`src/rtl/nav_pkg.sv`:
```
// Shared types and helper functions for the grid navigation controller.
package nav_pkg;

  // Heading codes as seen on the dir output.
  typedef enum logic [2:0] {
    DIR_N = 3'b001,
    DIR_O = 3'b010,
    DIR_L = 3'b011,
    DIR_S = 3'b100
  } dir_t;

  typedef enum logic [2:0] {
    ST_IDLE   = 3'd0,
    ST_DECIDE = 3'd1,
    ST_GIRA   = 3'd2,
    ST_ANDA   = 3'd3,
    ST_ESPERA = 3'd4
  } state_t;

  // Coordinates are zero-extended to this width before comparison.
  localparam int CW = 16;

  // One 90-degree left turn: N->O->S->L->N. Unknown codes recover to N.
  function automatic dir_t next_dir(input dir_t d);
    case (d)
      DIR_N:   next_dir = DIR_O;
      DIR_O:   next_dir = DIR_S;
      DIR_S:   next_dir = DIR_L;
      default: next_dir = DIR_N;
    endcase
  endfunction

  // Heading that closes the distance to the target; x is resolved before y.
  function automatic dir_t want_dir(input logic [CW-1:0] x, input logic [CW-1:0] y,
                                    input logic [CW-1:0] tx, input logic [CW-1:0] ty);
    if (tx > x)      want_dir = DIR_L;
    else if (tx < x) want_dir = DIR_O;
    else if (ty > y) want_dir = DIR_N;
    else if (ty < y) want_dir = DIR_S;
    else             want_dir = DIR_N;
  endfunction

endpackage

```
`src/rtl/nav_wait_timer.sv`:
```
// Settle timer: loaded when a girar/avancar pulse ends, counts down while
// the controller waits, and flags the last waiting cycle.
module nav_wait_timer #(
  parameter int WAIT_CYC = 2
) (
  input  logic c1,
  input  logic reset,
  input  logic load,
  input  logic run,
  output logic expired
);

  localparam int CNT_W = $clog2(WAIT_CYC + 1);
  localparam logic [CNT_W-1:0] LOAD_VAL = CNT_W'(WAIT_CYC);
  localparam logic [CNT_W-1:0] ONE      = CNT_W'(1);

  logic [CNT_W-1:0] cnt;

  // Countdown register; reaches 1 on the final waiting cycle.
  always_ff @(posedge c1) begin
    if (!reset)                  cnt <= '0;
    else if (load)               cnt <= LOAD_VAL;
    else if (run && cnt != '0)   cnt <= cnt - ONE;
  end

  assign expired = (cnt <= ONE);

endmodule

```
`src/rtl/navegacao_ctrl.sv`:
```
// Navigation sequencer: turns and advances the robot one grid cell at a
// time toward a commanded target, with a settle wait after every pulse.
//
// Handshake: cmd_ready is high only in IDLE and depends on state alone; a
// command transfers on a posedge c1 where cmd_valid & cmd_ready are both 1.
// cmd_valid while busy is ignored, and the source may change cmd_x/cmd_y
// freely until the transfer edge.
module navegacao_ctrl
  import nav_pkg::*;
#(
  parameter int W        = 4,
  parameter int WAIT_CYC = 2
) (
  input  logic         c1,
  input  logic         reset,
  input  logic         cmd_valid,
  output logic         cmd_ready,
  input  logic [W-1:0] cmd_x,
  input  logic [W-1:0] cmd_y,
  input  logic         obstaculo,
  output logic         girar,
  output logic         avancar,
  output logic [2:0]   dir,
  output logic [W-1:0] pos_x,
  output logic [W-1:0] pos_y,
  output logic         busy,
  output logic         done,
  output logic         erro,
  output logic [2:0]   dbg_state
);

  state_t       state, state_nxt;
  dir_t         dir_q, dir_want;
  logic [W-1:0] px, py, tx, ty;
  logic         done_q, erro_q;
  logic         at_target, timer_expired;

  assign at_target = (px == tx) && (py == ty);
  assign dir_want  = want_dir(CW'(px), CW'(py), CW'(tx), CW'(ty));

  nav_wait_timer #(.WAIT_CYC(WAIT_CYC)) u_timer (
    .c1      (c1),
    .reset   (reset),
    .load    ((state == ST_GIRA) || (state == ST_ANDA)),
    .run     (state == ST_ESPERA),
    .expired (timer_expired)
  );

  // State register.
  always_ff @(posedge c1) begin
    if (!reset) state <= ST_IDLE;
    else        state <= state_nxt;
  end

  // Next-state decision; target check has priority over turning, turning over obstacle.
  always_comb begin
    state_nxt = state;
    case (state)
      ST_IDLE:   if (cmd_valid) state_nxt = ST_DECIDE;
      ST_DECIDE: begin
        if (at_target)               state_nxt = ST_IDLE;
        else if (dir_q != dir_want)  state_nxt = ST_GIRA;
        else if (obstaculo)          state_nxt = ST_IDLE;
        else                         state_nxt = ST_ANDA;
      end
      ST_GIRA:   state_nxt = ST_ESPERA;
      ST_ANDA:   state_nxt = ST_ESPERA;
      ST_ESPERA: if (timer_expired) state_nxt = ST_DECIDE;
      default:   state_nxt = ST_IDLE;
    endcase
  end

  // Position, heading, latched target and status flags.
  always_ff @(posedge c1) begin
    if (!reset) begin
      px     <= '0;
      py     <= '0;
      tx     <= '0;
      ty     <= '0;
      dir_q  <= DIR_N;
      done_q <= 1'b0;
      erro_q <= 1'b0;
    end else begin
      done_q <= (state == ST_DECIDE) && at_target;
      if (state == ST_IDLE && cmd_valid) begin
        tx     <= cmd_x;
        ty     <= cmd_y;
        erro_q <= 1'b0;
      end
      if (state == ST_DECIDE && !at_target && dir_q == dir_want && obstaculo)
        erro_q <= 1'b1;
      if (state == ST_GIRA)
        dir_q <= next_dir(dir_q);
      if (state == ST_ANDA) begin
        case (dir_q)
          DIR_N:   py <= py + 1'b1;
          DIR_S:   py <= py - 1'b1;
          DIR_L:   px <= px + 1'b1;
          DIR_O:   px <= px - 1'b1;
          default: px <= px;
        endcase
      end
    end
  end

  assign cmd_ready = (state == ST_IDLE);
  assign busy      = ~cmd_ready;
  assign girar     = (state == ST_GIRA);
  assign avancar   = (state == ST_ANDA);
  assign done      = done_q;
  assign erro      = erro_q;
  assign dir       = dir_q;
  assign pos_x     = px;
  assign pos_y     = py;
  assign dbg_state = state;

endmodule

```
`config.mk`:
```
export PLATFORM = sky130hd
export DESIGN_NAME = navegacao_ctrl
export DESIGN_NICKNAME = d
export VERILOG_FILES = /design/src/rtl/nav_pkg.sv /design/src/rtl/nav_wait_timer.sv /design/src/rtl/navegacao_ctrl.sv
export SDC_FILE = /design/constraint.sdc
export NUM_CORES = 1
export LEC_CHECK = 0
export ABC_CLOCK_PERIOD_IN_PS = 1700
export CAP_MARGIN = 5
export CELL_PAD_IN_SITES_DETAIL_PLACEMENT = 0
export CELL_PAD_IN_SITES_GLOBAL_PLACEMENT = 1
export CORE_ASPECT_RATIO = 0.6
export CORE_MARGIN = 1.5
export CORE_UTILIZATION = 35
export DETAILED_ROUTE_END_ITERATION = 8
export PLACE_DENSITY = 0.8
export SLEW_MARGIN = 20
export SYNTH_ARGS = -nofsm -noshare
export SYNTH_HDL_FRONTEND = slang
export SYNTH_HIERARCHICAL = 1
export SYNTH_SLANG_ARGS = --single-unit
```
`constraint.sdc`:
```
create_clock -name c1 -period 1.7 [get_ports c1]
set_input_delay 0.51 -clock c1 [delete_from_list [all_inputs] [get_ports c1]]
set_output_delay 0.51 -clock c1 [all_outputs]
set_load 0.05 [all_outputs]
```
==> impl_metrics.py <==
metrics = {
    "outcome": {
        "status": "finished, violations left",
        "violations": "setup timing",
    },
    "logic_synthesis": {
        "synth_edf_count": 0,
        "ys_warn_count": 6,
        "syn-num-nets": 215,
        "ys.flop_type": "dfxtp_1",
        "synth_cells": 187,
        "yosys_register_bits": 26,
        "synthDistinctLibCells": 46,
        "synthArstFlopShare_pct": 0,
        "avgSynthCellArea_um2": 8.805,
        "synth_area_um2": 1647,
        "yosysSeqAreaShare_pct": 31.61,
    },
    "sta": {
        "setup-violations-final": 4,
        "fin_crit_sh_pct": 104.0,
        "hold_viol_final": 0,
        "slew_headroom_pct": 78.66,
        "fmax_ghz": 0.5656,
        "report.final.slew_viol_count": 0,
        "period_minus_slack_ns": 1.768,
        "grt_setup_unrepaired": "yes",
        "worst_pin_slew_ns": 0.3193,
        "holdWs_ns": 0.4696,
        "final.setup.worst_slack_ns": -0.06803,
        "fin_skew_ns": 0.002167,
    },
    "global_routing": {
        "grt_max_degree": 26,
        "grt_pass1_wl_um": 6679,
        "first_global_vias": 1372,
        "antenna_found_initial": 0,
        "grt_overflow": 0,
        "grt_usage_pct": 16.75,
    },
    "clock_network": {
        "postCtsHoldBufs": 0,
        "cts.path.max_buffers": 2,
        "clock_sinks": 26,
        "root_buffer": "clkbuf_8",
        "clk_pin_slew_ns": 0.10,
        "htree_num_levels": 1,
        "clkLatencyLatePin_ns": 0.28,
        "tritoncts": "built",
        "cts_buffers": 3,
    },
    "layout": {
        "diodes": 0,
        "drive_gt1_share_pct": 45.02,
        "syn_to_final_growth_pct": 71.20,
        "nets": 280,
        "final_common_cell": "nand2_1",
        "final_cell_mix": "32 x nand2_1, 30 x buf_4, 19 x buf_12",
    },
    "critical_path": {
        "cp_data_required_time_ns": 1.87,
        "crit_path_start_kind": "flop",
        "startpoint": "pos_x[1]$_SDFFE_PN0P_",
        "cp.arrival_ns": 1.94,
        "crit_chain": "inv_4 -> ha_4 -> buf_6 -> and3_4 -> o41ai_4 -> a21o_1 -> nand2_2 -> o31a_1",
        "r2r_setup_slack_ns": -0.07,
        "reg2reg_to": "dbg_state[1]$_SDFFE_PN0P_",
        "path_max_fanout": 3,
        "crit_cells": 8,
        "crit_path_top_delay_cell": "dfxtp_4",
        "crit_family": "compound AO/OA/AOI/OAI gates",
        "r2r-start": "pos_x[1]$_SDFFE_PN0P_",
        "cp-end-kind": "flop",
        "critPathKind": "reg -> reg",
        "crit_end": "dbg_state[1]$_SDFFE_PN0P_",
        "path_buf_inv": 2,
        "slowest_delay_ns": 0.37,
        "r2r_cells": 8,
    },
    "routing": {
        "wl_per_cell_um": 13.37,
        "vias": 1479,
        "ant_nets": 0,
        "drtIter0Drc": 34,
        "route.detailed.drc": 0,
        "via_per_inst": 4.710,
        "first_pass_iters": 4,
        "totalWireLength_um": 4199,
    },
    "job": {
        "maxCapViolCount": 0,
    },
    "floorplanning": {
        "dieWidth_um": 91.55,
        "rows": 19,
        "die_h_um": 56.13,
        "floorplan.initialDensity_pct": 36.26,
        "ios": 32,
        "coreArea_um2": 4541,
        "die_area_um2": 5139,
    },
    "power": {
        "p_per_area_nw_per_um2": 768.8,
        "p_leak_nw": 1.182,
        "ir_drop_uv": 658.9,
    },
    "placed_design": {
        "routabilityCongestion": 0.7956,
        "hpwl_um": 3231,
        "port-buffer-count": 31,
        "pre_cts_slack_ns": -0.06630,
    },
    "min_path": {
        "min_from": "ty[0]$_SDFFE_PN0P_",
        "min_path_type": "reg -> reg",
    },
}
==> worst reg2reg max path, stage by stage, from the launching register on <==
cell and delay, ns:
dfxtp_4 0.37, inv_4 0.04, ha_4 0.21, buf_6 0.12
and3_4 0.15, o41ai_4 0.29, a21o_1 0.15, nand2_2 0.06
o31a_1 0.28
==> report_power, final <==
group / internal [mW] / switching (mW) / total (mW)
registers: 0.647 / 0.0673 / 0.715
clock network: 0.256 / 0.215 / 0.471
logic: 0.490 / 0.491 / 0.981
total: 1.39 / 0.773 / 2.17
==> per-layer routing <==
metal	track usage, %	wire, um	vias to the layer above
li1	-	-	767
met1	25.38	2300	682
met2	24.52	1742	26
met3	3.552	138	4
met4	2.679	18	0
met5	0	0	-
==> synth_stat cells, types with 2 or more instances <==
master / count / share of area (%)
nand2_1: 33 / 7.5
dfxtp_1: 26 / 32
inv_1: 15 / 3.4
ha_1: 14 / 11
a21boi_1: 9 / 4.1
and2_1: 7 / 2.7
a21oi_1: 6 / 1.8
nor2_1: 6 / 1.4
xnor2_1: 5 / 2.7
mux2i_1: 4 / 2.4
nand2b_1: 4 / 1.5
nor2b_1: 4 / 1.5
a21o_1: 3 / 1.4
inv_2: 3 / 0.68
nand4_1: 3 / 1.1
nor3_1: 3 / 0.91
o211a_1: 3 / 1.8
o21a_1: 3 / 1.4
o21ai_1: 3 / 0.91
clkbuf_1: 2 / 0.46
fa_1: 2 / 2.4
nor3b_1: 2 / 0.91
o31ai_2: 2 / 1.5
o41ai_1: 2 / 1.1
xor2_1: 2 / 1.1
==> layout make-up <==
| class | count | area (um2) |
|---|---|---|
| fill | 382 | 1722 |
| multi-input combinational | 139 | 1262 |
| timing repair buffer | 64 | 760.7 |
| sequential | 26 | 569.3 |
| inverter | 18 | 81.33 |
| tap | 63 | 78.83 |
| clock buffer | 4 | 66.31 |
==> worst min-delay path by stage <==
stage | endpoint | slack (ns) | cells past startpoint
2_1_floorplan | tx[0]$_SDFFE_PN0P_ | 0.44 | 2
4_1_cts | ty[0]$_SDFFE_PN0P_ | 0.47 | 2
3_3_place_gp | ty[0]$_SDFFE_PN0P_ | 0.45 | 2
6_report | ty[0]$_SDFFE_PN0P_ | 0.47 | 2
3_5_place_dp | ty[0]$_SDFFE_PN0P_ | 0.46 | 2
5_1_grt | tx[0]$_SDFFE_PN0P_ | 0.50 | 2
==> registers in the layout, summed over array words and instances (netlist names) <==
name and flops:
done 1, tx 4, erro 1, dbg_state 3, u_timer/cnt 2, pos_y 4, dir 3, pos_x 4
ty 4
==> metrics by stage <==
stage	TNS [ns]	instance area (um2)	total power, mW	utilization (%)	cells
2_1_floorplan	-0.4874	1877	1.276	-	187
3_3_place_gp	-0.06370	2606	1.612	57.40	301
3_5_place_dp	-0.1405	2606	1.620	57.40	301
4_1_cts	-0.2595	2779	2.158	61.20	312
5_1_grt	-0.6633	2819	2.276	62.08	314
6_report	-0.1352	2819	2.167	62.08	314
==> cells by family (layout without fill, tap and decap cells) <==
kind of cell / count (synthesis) / after routing / share of synthesized area [%]
XOR/XNOR: 7 / 7 / 3.723
buffers and inverters: 22 / 86 / 5.547
AND/OR/NAND/NOR: 76 / 76 / 26.06
adder cells (fa/ha/maj): 16 / 16 / 13.07
AO/OA/AOI/OAI: 36 / 36 / 17.55
flip-flops: 26 / 26 / 31.61
multiplexers: 4 / 4 / 2.432
==> what timing repair did <==
item	CTS	global route
setup endpoints to repair	10	9
gates resized for setup	12	3
buffers inserted	8	3
pin swaps	13	13
Power figures use the tool's default switching activity.
==> edit (same settings) <==
Set the parameter `W` to 5 (it was 4).
--- a/src/rtl/navegacao_ctrl.sv
+++ b/src/rtl/navegacao_ctrl.sv
@@ -8,7 +8,7 @@
 module navegacao_ctrl
   import nav_pkg::*;
 #(
-  parameter int W        = 4,
+  parameter int W        = 5,
   parameter int WAIT_CYC = 2
 ) (
   input  logic         c1,
Ports: changed (resized cmd_x, cmd_y, pos_x and pos_y); port bits go from 32 to 36. The function was not compared with the original's and may differ.
==> edit against the original RTL <==
The run still ends with negative setup slack left; largest power group unchanged; global-route usage grew 1.9 points; first-iteration DRC count rose by 53%; setup slack got worse by 200 ps; sequential power grew 16%; design area rose by 16%; total power rose by 19%; highest routed layer unchanged; synthesized area increased by 13%; wire length up 19%; sequential cell count grew 4; largest cell class unchanged; critical path type unchanged.
==> edit: results (changes against the original RTL) <==
Overall Global Routing Usage: 0.186 (+0.0188)
Total Nets Final: 325 (+16%)
Clock sink count: 30 (+15%)
Post-placement cell count: 340 (+13%)
Outcome: finished with violations
CP delay by family, top: simple AND/OR/NAND/NOR gates
Setup ws final: -264 ps (-196 ps)
PortBufs: 35 (+13%)
Largest net degree at the start of global routing: 20 (-23%)
Fraction of area in multi-input gates: 0.420 (-0.0276)
Fillers: 429 (+12%)
GRT met3 Usage: 0.0578 (+0.0223)
Maximum vdd ir drop: 645 µV (-2.2%)
Die width: 97.2 µm (+6.1%)
Routed length per instance: 13.9 µm (+4.0%)
Synth area leaders: dfxtp_1 32%, ha_1 12%, nand2_1 6.3%
Hpwl dp: 3560 µm (+10%)
Clock buffer count: 6 (+2)
Vias in the first global route: 1608 (+17%)
Area after DPL: 2860 µm² (+9.8%)
First-pass GRT wire length: 8250 µm (+23%)
First drt pass iteration count: 6 (+2)
Final Skew: 5.54 ps (+3.37 ps)
Switching Fraction: 0.351 (-0.00589)
CTS Buf Count: 5 (+2)
Endpoints failing setup: 9 (+5)
Non-clock buffer total of the final layout: 82 (+28%)
Part of the Yosys area used for sequential elements: 0.323 (+0.00647)
Failing checks: negative setup slack
Critical Path Fanout Max: 2 (-1)
Critical path's slowest cell: fa_2
M2 GR Usage: 0.279 (+0.0335)
Slew @ Worst Pin: 297 ps (-22.5 ps)
Synthesized area per cell: 8.87 µm² (+0.69%)
Static Leak: 1.37 nW (+16%)
Clk tree area frac: 0.0317 (+0.00822)
Pre-CTS setup slack: -276 ps (-210 ps)
Comb_multi_in: 152 (+9.4%)
Post_cts resized: 31 (+19)
Netlist cell types: 43 (-6.5%)
==> edit: changes by cell type after synthesis, sizes merged, moves of 3 or more <==
cell / before / now
xnor2: 5 / 10
nor3: 5 / 2
mux2i: 4 / 7
o21ai: 3 / 6
ha: 14 / 18
nand4: 4 / 0
dfxtp: 26 / 30
nor2b: 5 / 14
o31ai: 3 / 0
==> edit: metrics by stage <==
stage	TNS [ps]	power (mW)
CTS	-963	2.57
detailed placement	-882	1.77
floorplan	-1040	1.36
global placement	-680	1.75
finish	-758	2.58
global route	-1690	2.72
==> edit: logic make-up (layout without fill, tap and decap cells) <==
logic type,Yosys count,after routing,share of synthesized area
AND/OR/NAND/NOR,77,77,0.237
AO/OA/AOI/OAI,38,38,0.144
flip-flops,30,30,0.323
buffers and inverters,28,110,0.0685
adder cells (fa/ha/maj),20,20,0.142
XOR/XNOR,10,10,0.0470
multiplexers,7,7,0.0376
==> edit: final timing paths <==
path | cells after the start | endpoint | from | slack (ps)
worst max-delay path | 9 | pos_y[4] | dir[0] | -260
worst min-delay path | 2 | tx[0] | tx[0] | 460
worst max register to register | 9 | pos_y[4] | dir[0] | -260
worst min register to register | 2 | tx[0] | tx[0] | 460
==> edit: power groups by stage <==
stage | combinational (mW) | clock [mW] | sequential [mW]
finish | 1.08 | 0.670 | 0.826
floorplan | 0.456 | 0 | 0.909
global placement | 0.918 | 0 | 0.833
CTS | 1.05 | 0.687 | 0.825
detailed placement | 0.931 | 0 | 0.834
global route | 1.16 | 0.727 | 0.835
==> edit: routing by layer <==
| layer | wire length [µm] | up-vias |
|---|---|---|
| met4 | 19 | 0 |
| met1 | 2650 | 767 |
| li1 | - | 860 |
| met5 | 0 | - |
| met2 | 2050 | 50 |
| met3 | 255 | 3 |
